<file path="src/rtl/mux_32_8_pkg.sv">
// -----------------------------------------------------------------------------
// mux_32_8_pkg
// Shared widths, idle-byte default, FSM state type and byte-select helper
// for the 32<->8 PCI physical-layer byte path (mux_32_8, demux_8_32 and
// future lane width converters).
// -----------------------------------------------------------------------------
package mux_32_8_pkg;

  localparam int BYTE_W         = 8;
  localparam int WORD_W         = 32;
  localparam int BYTES_PER_WORD = 4;
  localparam int CNT_W          = 2;

  // Index of the last (least significant) byte of a word.
  localparam logic [CNT_W-1:0]  LAST_IDX          = 2'd3;
  localparam logic [CNT_W-1:0]  FIRST_IDX         = 2'd0;
  localparam logic [BYTE_W-1:0] IDLE_BYTE_DEFAULT = 8'h00;

  // Serialiser state; the encoding is the "active" flag itself.
  typedef enum logic {
    ST_IDLE = 1'b0,
    ST_SEND = 1'b1
  } mux_state_e;

  // Byte idx of a word, byte 0 being the most significant (bits 31:24).
  function automatic logic [BYTE_W-1:0] word_byte(
    input logic [WORD_W-1:0] word,
    input logic [CNT_W-1:0]  idx
  );
    logic [BYTE_W-1:0] b;
    case (idx)
      2'd0:    b = word[31:24];
      2'd1:    b = word[23:16];
      2'd2:    b = word[15:8];
      2'd3:    b = word[7:0];
      default: b = word[7:0];
    endcase
    return b;
  endfunction

endpackage

</file>
<file path="src/rtl/mux_32_8_hold.sv">
// -----------------------------------------------------------------------------
// mux_32_8_hold
// One-entry word holding buffer with ready handshake. A word is pushed only
// while the entry is empty and popped only while it is full, so push and pop
// never coincide. ready_o depends on registered state only.
//
// Ports:
//   clk_i    in   clock, rising edge
//   reset_i  in   synchronous active-high reset (empties the entry)
//   push_i   in   store data_i (ignored when full)
//   data_i   in   [WORD_W-1:0] word to store
//   pop_i    in   release the stored word (ignored when empty)
//   data_o   out  [WORD_W-1:0] stored word
//   valid_o  out  entry holds a word
//   ready_o  out  entry is empty and can take a word
// -----------------------------------------------------------------------------
module mux_32_8_hold
  import mux_32_8_pkg::*;
(
  input  logic              clk_i,
  input  logic              reset_i,
  input  logic              push_i,
  input  logic [WORD_W-1:0] data_i,
  input  logic              pop_i,
  output logic [WORD_W-1:0] data_o,
  output logic              valid_o,
  output logic              ready_o
);

  logic [WORD_W-1:0] data_q, data_d;
  logic              valid_q, valid_d;

  // Next-state for the single buffer entry.
  always_comb begin
    data_d  = data_q;
    valid_d = valid_q;
    if (push_i && !valid_q) begin
      data_d  = data_i;
      valid_d = 1'b1;
    end else if (pop_i && valid_q) begin
      valid_d = 1'b0;
    end else begin
      valid_d = valid_q;
    end
  end

  // Entry registers with synchronous reset.
  always_ff @(posedge clk_i) begin
    if (reset_i) begin
      data_q  <= {WORD_W{1'b0}};
      valid_q <= 1'b0;
    end else begin
      data_q  <= data_d;
      valid_q <= valid_d;
    end
  end

  assign data_o  = data_q;
  assign valid_o = valid_q;
  assign ready_o = ~valid_q;

endmodule

</file>
<file path="src/rtl/mux_32_8.sv">
// -----------------------------------------------------------------------------
// mux_32_8
// Serialises 32-bit words into 8-bit bytes, one byte per clk_4f cycle, most
// significant byte first. The byte stream (data_out/valid_out/first_byte) is
// the input format of demux_8_32. A one-word holding buffer lets the producer
// hand over the next word while the current one is still being shifted out,
// so a producer that keeps up yields a gap-free stream.
//
// Ports:
//   clk_4f      in   byte clock, rising edge
//   reset       in   synchronous active-high reset
//   data_in     in   [31:0] word to serialise
//   valid_in    in   data_in valid this cycle
//   in_ready    out  a word can be accepted this cycle (from registered state)
//   data_out    out  [7:0] serialised byte (IDLE_BYTE when not valid), registered
//   valid_out   out  data_out carries a real byte, registered
//   first_byte  out  data_out is byte 0 (bits 31:24) of a word, registered
// -----------------------------------------------------------------------------
module mux_32_8
  import mux_32_8_pkg::*;
#(
  parameter logic [7:0] IDLE_BYTE = IDLE_BYTE_DEFAULT
) (
  input  logic        clk_4f,
  input  logic        reset,
  input  logic [31:0] data_in,
  input  logic        valid_in,
  output logic        in_ready,
  output logic [7:0]  data_out,
  output logic        valid_out,
  output logic        first_byte
);

  mux_state_e        state_q, state_d;
  logic [CNT_W-1:0]  cnt_q, cnt_d;
  logic [WORD_W-1:0] word_q, word_d;
  logic [BYTE_W-1:0] data_out_q, data_out_d;
  logic              valid_out_q, valid_out_d;
  logic              first_q, first_d;

  logic              accept;
  logic              pend_push;
  logic              pend_pop;
  logic [WORD_W-1:0] pend_data;
  logic              pend_v;
  logic              pend_ready;

  // Pending-word buffer; in_ready is simply "buffer empty".
  mux_32_8_hold u_hold (
    .clk_i   (clk_4f),
    .reset_i (reset),
    .push_i  (pend_push),
    .data_i  (data_in),
    .pop_i   (pend_pop),
    .data_o  (pend_data),
    .valid_o (pend_v),
    .ready_o (pend_ready)
  );

  assign in_ready = pend_ready;
  assign accept   = valid_in & pend_ready;

  // Next-state and next-output logic of the IDLE/SEND serialiser.
  always_comb begin
    state_d     = state_q;
    cnt_d       = cnt_q;
    word_d      = word_q;
    data_out_d  = IDLE_BYTE;
    valid_out_d = 1'b0;
    first_d     = 1'b0;
    pend_push   = 1'b0;
    pend_pop    = 1'b0;

    case (state_q)
      ST_IDLE: begin
        if (accept) begin
          word_d  = data_in;
          cnt_d   = FIRST_IDX;
          state_d = ST_SEND;
        end else begin
          state_d = ST_IDLE;
        end
      end

      ST_SEND: begin
        data_out_d  = word_byte(word_q, cnt_q);
        valid_out_d = 1'b1;
        first_d     = (cnt_q == FIRST_IDX);
        // Wraps 3 -> 0 so the next word always starts at byte 0.
        cnt_d       = cnt_q + 2'd1;

        if (cnt_q != LAST_IDX) begin
          // Mid-word: a new word can only go to the holding buffer.
          pend_push = accept;
        end else if (pend_v) begin
          // Last byte going out: the buffered word follows without a gap.
          word_d   = pend_data;
          pend_pop = 1'b1;
        end else if (accept) begin
          // Buffer empty but producer has a word right now: load directly.
          word_d = data_in;
        end else begin
          state_d = ST_IDLE;
        end
      end

      default: begin
        state_d = ST_IDLE;
        cnt_d   = FIRST_IDX;
      end
    endcase
  end

  // Serialiser state and registered outputs with synchronous reset.
  always_ff @(posedge clk_4f) begin
    if (reset) begin
      state_q     <= ST_IDLE;
      cnt_q       <= FIRST_IDX;
      word_q      <= {WORD_W{1'b0}};
      data_out_q  <= IDLE_BYTE;
      valid_out_q <= 1'b0;
      first_q     <= 1'b0;
    end else begin
      state_q     <= state_d;
      cnt_q       <= cnt_d;
      word_q      <= word_d;
      data_out_q  <= data_out_d;
      valid_out_q <= valid_out_d;
      first_q     <= first_d;
    end
  end

  assign data_out   = data_out_q;
  assign valid_out  = valid_out_q;
  assign first_byte = first_q;

endmodule

</file>
<file path="config.mk">
export PLATFORM = sky130hd
export DESIGN_NAME = mux_32_8
export DESIGN_NICKNAME = d
export VERILOG_FILES = /design/src/rtl/mux_32_8_pkg.sv /design/src/rtl/mux_32_8_hold.sv /design/src/rtl/mux_32_8.sv
export SDC_FILE = /design/constraint.sdc
export NUM_CORES = 1
export LEC_CHECK = 0
export ABC_AREA = 1
export BUFFER_PORTS_ARGS = -buffer_cell sky130_fd_sc_hd__buf_2
export CORE_ASPECT_RATIO = 1.2
export CORE_UTILIZATION = 35
export CTS_BUF_LIST = sky130_fd_sc_hd__clkbuf_4
export DETAILED_ROUTE_END_ITERATION = 8
export GPL_TIMING_DRIVEN = 0
export PLACE_DENSITY = 0.52
export REMOVE_ABC_BUFFERS = 1
export SYNTH_ARGS = -nofsm -noshare
export SYNTH_HDL_FRONTEND = slang
export SYNTH_SLANG_ARGS = --single-unit
</file>
<file path="constraint.sdc">
create_clock -name clk_4f -period 2.4 [get_ports clk_4f]
set_input_delay 0.48 -clock clk_4f [delete_from_list [all_inputs] [get_ports clk_4f]]
set_output_delay 0.48 -clock clk_4f [all_outputs]
set_load 0.01 [all_outputs]
</file>
### Yosys cells after proc, flatten, opt, wreduce, memory -nomap -nowiden

Cells that the tools add are included.

| word-level totals | value |
|---|---|
| register bits | 78 |
| latch bits | 0 |
| RAM bits | 0 |
| memory bits (read-only) | 0 |
| output and inout bits | 11 |
| logic and storage cells | 43 |
| memories | 0 |

| operators by class | value |
|---|---|
| add/sub/neg operators | 1 |
| multipliers | 0 |
| divide/modulo/power cells | 0 |
| $lt $le $gt $ge | 0 |
| equal/unequal tests | 6 |
| shifts and indexed selects | 0 |
| mux-type cells | 19 |
| bitwise operators | 3 |
| reductions and logical operators | 6 |

Operators by type and width:

| operator | number |
|---|---|
| 32-bit two-way mux | 3 |
| 32-bit one-hot mux with 2 select lines | 1 |
| 8-bit one-hot mux with 4 select lines | 1 |
| 1-bit two-way mux | 11 |
| 2-bit inequality test (second input constant) | 3 |
| 2-bit == test (second input constant) | 2 |
| 2-bit one-hot mux with 2 select lines | 1 |
| 2-bit by 1-bit adder with 2-bit output (second input constant) | 1 |
| 2-bit by 1-bit == test with 1-bit output (second input constant) | 1 |
| 1-bit logical AND | 2 |
| 2-bit zero test | 1 |
| 2-bit two-way mux | 1 |
| 1-bit inverter | 2 |
| 1-bit one-hot mux with 2 select lines | 1 |
| 2-bit nonzero test | 1 |
| 2-bit OR reduction | 1 |
| 1-bit bitwise AND | 1 |
| 1-bit zero test | 1 |

### Logic depth before layout (Yosys ltp)

| logic depth | value |
|---|---|
| depth in word-level cells | 6 |
| mapped depth | 9 |

### Modules after synthesis

From an unflattened synthesis, not the netlist that was laid out.

| second synthesis, totals | value |
|---|---|
| cells, all modules | 558 |
| area, all modules | 3673.5 um2 |

Modules (own cells, without submodules):

| module | instances | cells an instance | area each (um2) | sequential area each (um2) |
|---|---|---|---|---|
| mux_32_8 | 1 | 344 | 2250.9 | 900.9 |
| mux_32_8_hold | 1 | 214 | 1422.6 | 660.6 |

### Worst setup path before layout

OpenSTA, ideal clock, no wires.

| timing | value |
|---|---|
| path type | input -> register |
| from | input reset |
| to | register word_q[11] |
| library setup time | 0.115 ns |
| arrival time | 1.129 ns |
| required time | 2.285 ns |
| setup slack | 1.156 ns |
| stages on the path | 5 |
| cell sequence | buf_2 clkinv_1 clkbuf_1 nand2_1 nor2_1 |

RTL lines:

| item | RTL line | source |
|---|---|---|
| start: declaration | mux_32_8.sv:25 | `input logic reset,` |
| end signal: assignment | mux_32_8.sv:119 | `word_q <= {WORD_W{1'b0}};` |
| end signal: assignment | mux_32_8.sv:126 | `word_q <= word_d;` |
| end: declaration | mux_32_8.sv:36 | `logic [WORD_W-1:0] word_q, word_d;` |

### Worst setup path in the final report

| timing | value |
|---|---|
| from | register state_q |
| to | register u_hold.data_q[16], in the netlist u_hold.data_o[16] |

| between the ends | value |
|---|---|
| word-level cells in the longest chain between the ends | 2 |

Ends and longest elaborated chain:

| item | RTL line | source |
|---|---|---|
| start: declaration | mux_32_8.sv:34 | `mux_state_e state_q, state_d;` |
| start signal: assignment | mux_32_8.sv:124 | `state_q <= state_d;` |
| 1-bit two-way mux | mux_32_8.sv:74 | `case (state_q)` |
| 1-bit logical AND | mux_32_8_hold.sv:37 | `if (push_i && !valid_q) begin` |
| end signal: assignment | mux_32_8_hold.sv:50 | `data_q <= {WORD_W{1'b0}};` |
| end signal: assignment | mux_32_8_hold.sv:53 | `data_q <= data_d;` |
| end: declaration | mux_32_8_hold.sv:30 | `logic [WORD_W-1:0] data_q, data_d;` |

No other way between the ends.
A chain may end at the register's enable or synchronous reset.

==> metrics.csv <==
stage;metric;value;unit
run_status;status;completed;
floorplanning;Die ar.;0.0112;mm²
global_route;antenna violations before repair;0;
routing;DRT Pass-1 Iters;5;
cts;clock root cell;clkbuf_4;
setup_path;CP max stage cell;dfxtp_4;
logic_synthesis;synthesized area;0.00377;mm²
min_path;Hold Path Class;in2reg;
routing;Via density;4.60;
cts;number of setup buffers added after CTS;0;
floorplanning;Chip Width;96.7;µm
cts;Worst-Skew Late Latency;0.44;ns
logic_synthesis;synth warn;0;
placed_design;I/O Buffers;45;
layout;share of cells above drive strength 1;13.0;%
sta;Slew @ Worst Pin;0.957;ns
routing;via count;3361;
layout;ANT cells;0;
cts;clock sinks;78;
floorplanning;Core ar.;0.0105;mm²
floorplanning;I/O pin count;46;
placed_design;post-detail-place hpwl;5500;µm
sta;max_slew headroom;36.2;%
cts;clk slew on worst S/H paths;0.12;ns
pwr;Max VDD drop;0.000257;V
routing;drc violations;0;
pwr;P_leak;1.86;nW
global_route;GRT Total Usage;17.9;%
global_route;global-route wire length before repair;15600;µm
sta;period utilization;86.2;%
cts;htree depth;3;
logic_synthesis;Synth Area in Compound Gates;12.4;%
logic_synthesis;largest family of logic cells by synthesized area;simple AND/OR/NAND/NOR gates;
logic_synthesis;mux share of post-synthesis cell area;0;%
routing;post-DR wirelength/cell;12.9;µm
global_route;largest net degree at the start of global routing;39;
sta;RSZ-0062 raised after global routing;false;
routing;Initial DRC Count;182;
logic_synthesis;Adder-Cell Fraction of Synth Area;1.66;%
logic_synthesis;post-synthesis xor/xnor area fraction;0;%
setup_path;CP endpoint kind;register;
logic_synthesis;Seq/Total Area, Yosys;41.4;%
floorplanning;die height;116;µm
setup_path;crit path max fanout;38;
cts;CTS Hold Bufs;0;
sta;fmax;0.484;GHz
logic_synthesis;area share of and/or/nand/nor cells after synthesis;28.4;%
cts;total CTS buffers;9;
global_route;total global routing overflow;0;
setup_path;Setup crit start kind;register;
setup_path;Worst path max stage delay;0.67;ns
layout;Area growth syn-to-layout;8.67;%
layout;area of the multi-input gates;0.00161;mm²
logic_synthesis;Avg Synthesized Cell Area;6.58;µm²
routing;ANT nets after route;0;
logic_synthesis;Mapped Cells;573;
sta;Fin Hold WS;0.278;ns
sta;Slew Viols, Final;0;
cts;Clock Tree Buf Depth;2;
sta;Setup TNS;0;ns
layout;total area of sequential cells;0.00157;mm²
routing;Detailed Route WL;9450;µm
setup_path;worst path cell trace;inv_2 > nor2_4 > nand2_4 > nand2_1 > a21oi_1;
placed_design;placed insts;713;
logic_synthesis;#FFs+latches synth;78;
setup_path;critical path data arrival time;2.36;ns
placed_design;GPL Wtd Cong;0.762;
sta;clk_skew;0.00906;ns
setup_path;CP Class;reg2reg;
setup_path;Worst Path Required;2.69;ns
layout;Fill cells;1146;
run;Max-Cap Viols;0;
layout;Post-Layout Cell Count;731;
layout;Core Util, Final;38.9;%
sta;min Tclk post-route;2.07;ns
sta;final hold viol count;0;
sta;final setup fails;0;
floorplanning;initial core utilization;35.8;%
floorplanning;# rows;41;
cts;CTS tree;done;
global_route;vias in the first global route;3101;
layout;# nets final;637;
logic_synthesis;post-synth cell types;22;
pwr;Power Density;657;mW/mm²
## cell usage after synthesis, drive strengths merged
master  number  area (µm²)
a21oi       73         365
a31oi        8        50.1
buf         26         184
clkbuf       8        30.0
clkinv       1        3.75
dfxtp       78        1560
ha           5        62.6
inv        104         393
nand2      186         723
nand3       33         165
nor2        40         175
nor3         1        5.00
o21ai       10        50.1
## state kept, by name, indices dropped and copies added, names as in the netlist
signal / count
u_hold.valid_o: 1
word_q: 32
u_hold.data_o: 32
state_q: 1
data_out: 8
first_byte: 1
valid_out: 1
cnt_q: 2
## worst paths after layout
| check | depth (start not counted) | start | slack (ns) | to |
|---|---|---|---|---|
| hold reg to reg | 2 | u_hold.data_o[24] | 0.47 | u_hold.data_o[24] |
| setup / recovery | 5 | state_q | 0.33 | u_hold.data_o[16] |
| hold / removal | 3 | data_in[28] | 0.28 | u_hold.data_o[28] |
| setup reg to reg | 5 | state_q | 0.33 | u_hold.data_o[16] |
## kinds of logic (layout without fill, tap and decap cells)
family / after synthesis / in the layout
buf+inv: 139 / 166
flops: 78 / 78
fa+ha+maj: 5 / 5
compound gates: 91 / 91
simple gates: 260 / 262
## worst max-delay path, delay by kind of cell, from the launching register on
| family | cells | cell delay (ns) |
|---|---|---|
| buffers and inverters | 1 | 0.16 |
| and+or+nand+nor | 3 | 0.99 |
| DFF | 1 | 0.67 |
| AOI/OAI and AO/OA | 1 | 0.08 |
## where the power goes
| group | switching [mW] | leakage, nW | internal (mW) |
|---|---|---|---|
| sequential | 0.0836 | 0.640 | 1.39 |
| combinational | 0.292 | 1.15 | 0.151 |
| clock | 0.457 | 0.0750 | 0.318 |
| total | 0.832 | 1.86 | 1.86 |
## per-layer routing
metal / wire length (µm) / vias up / global-route usage (%) / share of wire [%]
li1: - / 1784 / - / -
met1: 4360 / 1506 / 21.8 / 46
met2: 4600 / 58 / 31.0 / 49
met3: 297 / 13 / 3.20 / 3.1
met4: 187 / 0 / 7.76 / 2.0
met5: 0 / - / 0 / 0
## per-stage QoR
step	instance area (µm²)	setup WS (ns)	total power, mW
2_1_floorplan	3550	0.163	1.77
3_3_place_gp	3940	-0.898	1.93
3_5_place_dp	3940	-0.440	1.94
4_1_cts	4090	0.0790	2.72
5_1_grt	4100	0.152	2.87
6_report	4100	0.332	2.69
## cells in the final DEF, fill, tap and decap left out, drive strengths merged
cell | Yosys | final
a21oi | 73 | 73
a31oi | 8 | 8
buf | 26 | 45
bufinv | 0 | 1
clkbuf | 8 | 10
clkinv | 1 | 5
clkinvlp | 0 | 1
dfxtp | 78 | 78
ha | 5 | 5
inv | 104 | 104
nand2 | 186 | 186
nand3 | 33 | 33
nor2 | 40 | 42
nor3 | 1 | 1
o21ai | 10 | 10
## timing repair
item	4_1_cts	5_1_grt
gates resized for setup	2	2
setup endpoints to repair	34	36
gates cloned	2	0
pin swaps	2	0
## cell type report
class	instances	area share (%)
Clock buffer	10	1.83
Sequential cell	78	38.3
Tap cell	129	3.94
Clock inverter	6	1.28
Timing Repair Buffer	45	5.50
Inverter	105	9.78
Multi-Input combinational cell	358	39.4
No activity file was read; power rests on OpenSTA's default activity.
